### config.mk
export PLATFORM = sky130hd
export DESIGN_NAME = cardinal_router_local_port
export DESIGN_NICKNAME = d
export VERILOG_FILES = /design/src/rtl/cardinal_pkg.sv /design/src/rtl/cardinal_vc_buf.sv /design/src/rtl/cardinal_router_local_port.sv
export SDC_FILE = /design/constraint.sdc
export NUM_CORES = 1
export LEC_CHECK = 0
export BUFFER_PORTS_ARGS = -buffer_cell sky130_fd_sc_hd__buf_2
export CORE_ASPECT_RATIO = 0.5
export CORE_MARGIN = 3
export CORE_UTILIZATION = 50
export DETAILED_ROUTE_END_ITERATION = 16
export PLACE_DENSITY = 0.77
export RECOVER_POWER = 25
export SLEW_MARGIN = 40
export SYNTH_ARGS = -nofsm -noshare
export SYNTH_HDL_FRONTEND = slang
export SYNTH_HIERARCHICAL = 1
export SYNTH_SLANG_ARGS = --single-unit
### constraint.sdc
create_clock -name clk -period 1.5 [get_ports clk]
set_input_delay 0.225 -clock clk [delete_from_list [all_inputs] [get_ports clk]]
set_output_delay 0.225 -clock clk [all_outputs]
set_load 0.01 [all_outputs]
### src/rtl/cardinal_pkg.sv
// -----------------------------------------------------------------------------
// cardinal_pkg
// Shared definitions for the cardinal NIC/router link.
//   PAC_WIDTH_DEFAULT : default packet width in bits
//   VC_BIT            : packet bit that names the virtual channel
//   polarity_e        : link polarity / VC identifiers (EVEN = 0, ODD = 1)
// -----------------------------------------------------------------------------
package cardinal_pkg;

    localparam int PAC_WIDTH_DEFAULT = 64;
    localparam int VC_BIT            = 0;

    typedef enum logic {
        EVEN = 1'b0,
        ODD  = 1'b1
    } polarity_e;

endpackage

### src/rtl/cardinal_vc_buf.sv
// -----------------------------------------------------------------------------
// cardinal_vc_buf
// Two one-entry buffers, one per virtual channel, sharing a write port and a
// read port that are each steered by a VC index.
//   clk, reset      : clock, asynchronous active-low reset
//   wr_en/wr_vc     : store wr_data into the slot wr_vc and mark it full
//   rd_en/rd_vc     : release the slot rd_vc
//   full[1:0]       : per-VC occupancy
//   rd_data         : contents of slot rd_vc
// -----------------------------------------------------------------------------
module cardinal_vc_buf
    import cardinal_pkg::*;
#(
    parameter int WIDTH = PAC_WIDTH_DEFAULT
) (
    input  logic             clk,
    input  logic             reset,
    input  logic             wr_en,
    input  logic             wr_vc,
    input  logic [WIDTH-1:0] wr_data,
    input  logic             rd_en,
    input  logic             rd_vc,
    output logic [1:0]       full,
    output logic [WIDTH-1:0] rd_data
);

    logic [1:0]            full_q, full_d;
    logic [1:0][WIDTH-1:0] data_q, data_d;

    // A released slot also has its data zeroed so an empty slot never shows
    // a stale packet. The caller never reads and writes the same VC in one
    // cycle; if it did, the write would win.
    always_comb begin
        full_d = full_q;
        data_d = data_q;
        if (rd_en) begin
            full_d[rd_vc] = 1'b0;
            data_d[rd_vc] = '0;
        end
        if (wr_en) begin
            full_d[wr_vc] = 1'b1;
            data_d[wr_vc] = wr_data;
        end
    end

    always_ff @(posedge clk or negedge reset) begin
        if (!reset) begin
            full_q <= '0;
            data_q <= '0;
        end else begin
            full_q <= full_d;
            data_q <= data_d;
        end
    end

    assign full    = full_q;
    assign rd_data = data_q[rd_vc];

endmodule

### src/rtl/cardinal_router_local_port.sv
// -----------------------------------------------------------------------------
// cardinal_router_local_port
// Router-side endpoint of the NIC-router link. Packets from the NIC are
// buffered per VC and offered to the crossbar; packets from the crossbar are
// buffered per VC and delivered to the NIC. With p = net_polarity, fills use
// VC ~p and drains use VC p, so fill and drain never touch the same slot.
//   clk, reset                        : clock, asynchronous active-low reset
//   net_polarity                      : current link polarity
//   net_so/net_ro/net_do              : NIC -> port packet handshake
//   net_si/net_ri/net_di              : port -> NIC packet handshake
//   sw_out_valid/sw_out_ready/_data   : ingress packet to the crossbar
//   sw_in_valid/sw_in_ready/_data     : egress packet from the crossbar
//   vc_err                            : sticky wrong-VC indication
// -----------------------------------------------------------------------------
module cardinal_router_local_port
    import cardinal_pkg::*;
#(
    parameter int PAC_WIDTH = PAC_WIDTH_DEFAULT
) (
    input  logic                 clk,
    input  logic                 reset,
    input  logic                 net_polarity,
    input  logic                 net_so,
    output logic                 net_ro,
    input  logic [PAC_WIDTH-1:0] net_do,
    output logic                 net_si,
    input  logic                 net_ri,
    output logic [PAC_WIDTH-1:0] net_di,
    output logic                 sw_out_valid,
    input  logic                 sw_out_ready,
    output logic [PAC_WIDTH-1:0] sw_out_data,
    input  logic                 sw_in_valid,
    output logic                 sw_in_ready,
    input  logic [PAC_WIDTH-1:0] sw_in_data,
    output logic                 vc_err
);

    logic                 drain_vc;
    logic                 fill_vc;
    logic [1:0]           in_full;
    logic [1:0]           eg_full;
    logic [PAC_WIDTH-1:0] in_rd_data;
    logic [PAC_WIDTH-1:0] eg_rd_data;
    logic                 in_offer, in_wr, in_bad, in_rd;
    logic                 eg_offer, eg_wr, eg_bad, eg_rd;
    logic                 vc_err_q, vc_err_d;

    assign drain_vc = net_polarity;
    assign fill_vc  = ~net_polarity;

    // Ingress: net_ro depends only on state, polarity and reset, never on
    // net_do. A packet offered while net_ro=1 is either stored or, if its VC
    // bit is wrong, dropped and flagged.
    assign net_ro       = reset & ~in_full[fill_vc];
    assign in_offer     = net_so & net_ro;
    assign in_wr        = in_offer & (net_do[VC_BIT] == fill_vc);
    assign in_bad       = in_offer & (net_do[VC_BIT] != fill_vc);
    assign sw_out_valid = in_full[drain_vc];
    assign sw_out_data  = sw_out_valid ? in_rd_data : '0;
    assign in_rd        = sw_out_valid & sw_out_ready;

    // Egress: delivery to the NIC is a single-cycle handshake, so the slot
    // is released on the same edge net_si is high. Gating with reset makes
    // net_si fall together with reset.
    assign sw_in_ready = reset & ~eg_full[fill_vc];
    assign eg_offer    = sw_in_valid & sw_in_ready;
    assign eg_wr       = eg_offer & (sw_in_data[VC_BIT] == fill_vc);
    assign eg_bad      = eg_offer & (sw_in_data[VC_BIT] != fill_vc);
    assign net_si      = reset & eg_full[drain_vc] & net_ri;
    assign net_di      = net_si ? eg_rd_data : '0;
    assign eg_rd       = net_si;

    cardinal_vc_buf #(
        .WIDTH (PAC_WIDTH)
    ) u_ingress_buf (
        .clk     (clk),
        .reset   (reset),
        .wr_en   (in_wr),
        .wr_vc   (fill_vc),
        .wr_data (net_do),
        .rd_en   (in_rd),
        .rd_vc   (drain_vc),
        .full    (in_full),
        .rd_data (in_rd_data)
    );

    cardinal_vc_buf #(
        .WIDTH (PAC_WIDTH)
    ) u_egress_buf (
        .clk     (clk),
        .reset   (reset),
        .wr_en   (eg_wr),
        .wr_vc   (fill_vc),
        .wr_data (sw_in_data),
        .rd_en   (eg_rd),
        .rd_vc   (drain_vc),
        .full    (eg_full),
        .rd_data (eg_rd_data)
    );

    // Wrong-VC error is sticky until reset.
    always_comb begin
        vc_err_d = vc_err_q | in_bad | eg_bad;
    end

    always_ff @(posedge clk or negedge reset) begin
        if (!reset) begin
            vc_err_q <= 1'b0;
        end else begin
            vc_err_q <= vc_err_d;
        end
    end

    assign vc_err = vc_err_q;

endmodule

Yosys cells after proc, flatten, opt, wreduce, memory -nomap -nowiden
Cells that the tools add are included.

word-level totals
  bits of input ports = 135
  word-level logic and storage cells = 73
  flip-flop bits (word level) = 261
  output and inout port bits = 133

cells by class
  muxes and demuxes = 32
  reductions and logical operators = 2
  bitwise logic cells = 24
  equality and inequality tests = 4
  $lt $le $gt $ge = 4

operators with widths
  cell                count
  $mux 128            4
  $mux 64             8
  $and 128x128->128   2
  $bwmux 128          2
  $demux 64 s1        2
  $not 128->128       1
  $and 1x1->1         11
  $mux 1              10
  $mux 2              4
  $and 2x2->2         2
  $lt 1x2->1 const B  2
  $or 2x2->2          2
  $not 1->1           3
  $demux 1 s1         2
  $eq 1x1->1          2
  $ge 1x1->1 const B  2
  $logic_and 1x1->1   2
  $ne 1x1->1          2
  $not 2->2           1
  $or 1x1->1          2

Longest topological paths before layout
  word-level depth = 9
  gate-level depth with buffers = 8
  depth with buffers taken out = 5

Modules after synthesis
The synthesis kept the hierarchy.

modules (own cells, without submodules)
  module                           area an instance (sq um)  cells each  times used
  cardinal_vc_buf (u_egress_buf)   6,236.0                   577         1
  cardinal_vc_buf (u_ingress_buf)  6,148.4                   577         1
  cardinal_router_local_port       1,086.0                   166         1

Least setup slack after synthesis
No wires, ideal clock.

  kind = input-to-reg
  from = in net_polarity
  to = reg u_ingress_buf/data_q[100] (netlist name)
  stages = 8
  setup slack = -0.273 ns
  arrival = 1.652 ns
  path buffers = 3
  data required time = 1.379 ns
  library setup time = 0.121 ns
  cells stage by stage = buf_4 -> nor2b_1 -> o21a_1 -> and3_1 -> and2_1 -> buf_2 -> buf_2 -> a22o_1

RTL lines
  what                    line                              text
  start: declaration      cardinal_router_local_port.sv:22  input logic net_polarity,
  end signal: assignment  cardinal_vc_buf.sv:52             data_q <= data_d;
  end: declaration        cardinal_vc_buf.sv:28             logic [1:0][WIDTH-1:0] data_q, data_d;

Final worst setup path
  from = reg u_ingress_buf.full_q[0], in the netlist u_ingress_buf/full[0]
  to = out sw_out_data[39]

between the ends
  longest elaborated chain between the ends = 3

ends and longest elaborated chain
  what                                        line                              text
  start: declaration                          cardinal_vc_buf.sv:27             logic [1:0] full_q, full_d;
  start signal: assignment                    cardinal_vc_buf.sv:51             full_q <= full_d;
  $mux 1 (not written as such) (2 in series)  cardinal_router_local_port.sv:58  assign sw_out_valid = in_full[drain_vc];
  $mux 64                                     cardinal_router_local_port.sv:59  assign sw_out_data = sw_out_valid ? in_rd_data : '0;
  end: declaration                            cardinal_router_local_port.sv:31  output logic [PAC_WIDTH-1:0] sw_out_data,

No other way between the ends. The select of a mux whose other input is x is not followed.

==> results.toml <==
[place]
dp.final_hpwl_um = 24320
placed_area_sq_um = 15500
portBuffers = 267
gp_congestion = 0.8670

[die]
die_h_um = 122.1
start_util_pct = 52.10
die_x_um = 238.1
fp.coreArea_sq_um = 25850
rows = 41
ios = 268
fp.dieArea_sq_um = 29070

[cts]
clockBufferDepth = 3
clkSinkCount = 261
cts_tree = "yes"
cts-root-buf = "clkbuf_16"
clk-insertion-delay-late_ns = 0.54
h-tree-depth = 1
numCtsBuffers = 24
clk_pin_slew_ns = 0.06

[cells_and_area]
syn2layout_area_growth_pct = 46.19
fin_nets = 1879
drive_gt1_share_pct = 34.64
final_area_sq_um = 19690
fillers = 1549

[timing]
max_freq_ghz = 0.4760
period_needed_ns = 2.101
hold_viol = 0
rsz0062_at_grt = "true"
drv_slew = 0
fin_ws_ns = -0.6010
finalSetupViolations = 393
maxSlewHeadroom_pct = 37.29
fin_crit_sh_pct = 140.1
worst_slew_pin_slew_ns = 0.9406
fin_worst_skew_ns = 0.01245
hold_ws_ns = 0.06343

[synthesis]
ys.flop_type = "dfrtp_1"
syn_area_sq_um = 13470
ys_ff_latch = 261
synth.distinct_cells = 28
synth-async-reset-ratio_pct = 100.0
synth_edf_count = 0
synth.avg_cell_area_sq_um = 10.20
syn-num-nets = 1455
ys_warn_count = 6
seq_area_frac_synth_pct = 48.49
synth_cells = 1320

[pwr]
power.switching_mw = 9.709
power_density_nw_per_um2 = 1461
pwr-share-seq_pct = 37.8
max-vdd-ir-drop_mv = 1.021
p_leak_nw = 9.006
combPwrFrac_pct = 40.9
power.share.clock_pct = 21.3
intPower_mw = 19.06
switching_share_pct = 33.75

[critical_path]
worst_ep_required_time_ns = 1.27
crit_chain = "buf_6, mux2i_4, buf_12, clkbuf_16, nor2b_1, buf_2"
slowest_stage = "dfrtp_1"
cp_max_fo = 8
path_class = "flop to output port"
slowest_delay_ns = 0.40
end_kind = "output port"
arrival_ns = 1.88
cp-start-kind = "flop"

[detailed_routing]
via_per_inst = 5.977
drt_wl_total_um = 47720
remaining_drc_errors = 0
drt_iter0_drc = 1471
num_vias = 12580
drtPass1Iterations = 5
final_antenna_net_count = 0
wl_per_cell_um = 22.67

[grt]
grt_pass1_wl_um = 65000
antenna_found_initial = 3
grt_usage_pct = 27.41
grt_max_degree = 128
grt_overflow_total = 0
first_global_vias = 12290

[run_status]
violations = "negative setup slack"
outcome = "finished, violations left"

[job]
drv_cap = 0

[hold_path]
min_path_type = "input port to flop"
-- registers in the layout, summed over array words and instances (netlist names) --
name                  cells
u_egress_buf/data_q     128
u_egress_buf/full         2
u_ingress_buf/data_q    128
u_ingress_buf/full        2
vc_err                    1
-- cell usage after synthesis (all sizes together), types with 2 or more instances --
master / number / share of area (%)
dfrtp: 261 / 48
inv: 132 / 3.7
nand2: 132 / 3.7
o21ai: 129 / 4.8
a22o: 128 / 8.3
nand3b: 128 / 7.1
o31ai: 128 / 10
buf: 86 / 4.8
nor2b: 70 / 3.3
and2: 67 / 3.1
clkbuf: 39 / 1.1
mux2i: 3 / 0.22
nor2: 3 / 0.084
a21o: 2 / 0.11
a22oi: 2 / 0.32
o21bai: 2 / 0.11
-- cells by family after synthesis --
group,share of synthesized area (%)
and+or+nand+nor,17.38
AOI/OAI and AO/OA,24.25
DFF,48.49
buffers and inverters,9.530
muxes,0.2229
xor gates and xnor gates,0.1301
-- worst paths after layout --
kind | from | end | cells after the start | slack, ns
worst max-delay path | u_ingress_buf/full[0] | sw_out_data[39] | 6 | -0.60
worst min-delay path | sw_in_data[0] | u_egress_buf/data_q[64] | 3 | 0.06
worst max register to register | u_ingress_buf/full[0] | u_ingress_buf/data_q[68] | 9 | -0.42
worst min register to register | u_egress_buf/data_q[64] | u_egress_buf/data_q[64] | 1 | 0.50
max in group asynchronous | reset | u_egress_buf/full[1] | 3 | 0.12
min in group asynchronous | reset | u_egress_buf/data_q[61] | 3 | 0.59
-- through the flow --
stage                     total power [mW]  setup TNS [ns]  instances  setup WS [ns]  util [%]
after floorplan                      16.30          -5.125       1320       -0.06403         -
after CTS                            25.53         -117.18       2054        -0.6144     68.36
final                                28.76         -147.37       2105        -0.6010     76.17
after global routing                 30.05         -169.09       2105        -0.6512     76.17
after detailed placement             18.84          -48.01       1881        -0.2392     59.96
after global placement               18.43          -41.96       1881        -0.2306     59.96
-- layout by cell type, fill, tap and decap left out, types with 2 or more instances in the layout --
master / n
dfrtp_1: 260
buf_2: 209
nand2_1: 132
inv_1: 130
o21ai_0: 129
dlygate4sd3_1: 129
a22o_1: 128
nand3b_1: 128
buf_6: 73
o31ai_2: 68
and2_1: 56
nor2b_4: 53
clkbuf_16: 46
buf_12: 42
buf_4: 39
o31ai_4: 35
o31ai_1: 25
nor2b_1: 17
and2_4: 11
clkinv_2: 7
buf_8: 7
clkbuf_8: 6
clkbuf_1: 4
diode_2: 3
mux2i_4: 2
nor2_4: 2
a22oi_4: 2
o21bai_1: 2
a21o_1: 2
-- critical path: cells and delay by family, from the launching register on --
family / cells / cell delay (ns)
buf+inv: 4 / 0.66
mux: 1 / 0.22
flops: 1 / 0.40
simple gates: 1 / 0.05
-- power groups by stage --
| stage | clock network (mW) | registers, mW | logic, mW |
|---|---|---|---|
| 2_1_floorplan | 0 | 10.5 | 5.78 |
| 3_3_place_gp | 0 | 10.7 | 7.71 |
| 3_5_place_dp | 0 | 10.8 | 8.01 |
| 4_1_cts | 6.16 | 10.8 | 8.62 |
| 5_1_grt | 6.49 | 11.1 | 12.5 |
| 6_report | 6.13 | 10.9 | 11.8 |
-- what timing repair did --
action / CTS / global route
resized for setup: 20 / 227
gates cloned: 1 / 29
hold endpoints to repair: 409 / 0
setup endpoints to repair: 391 / 392
pin swaps: 10 / 20
buffers inserted: 3 / 20
hold buffers: 129 / 0
-- final cells by class --
class,instances,area [sq um],area share [%]
clock inverters,6,30.03,0.1525
inverters,132,499.2,2.535
clock buffers,34,719.4,3.653
flip-flops and latches,261,6533,33.17
repair buffers,523,4962,25.20
well taps,344,430.4,2.186
diodes,3,7.507,0.03812
multi-input cells,802,6511,33.06
-- metal layers --
layer | wire length, um | vias up | track usage [%] | share of wire [%]
met4 | 2498 | 0 | 13.57 | 5.2
met2 | 23610 | 720 | 46.64 | 49
li1 | - | 5416 | - | -
met3 | 3201 | 209 | 4.094 | 6.7
met5 | 0 | - | 0 | 0
met1 | 18410 | 6236 | 34.69 | 39
(Power assumes the default switching activity.)
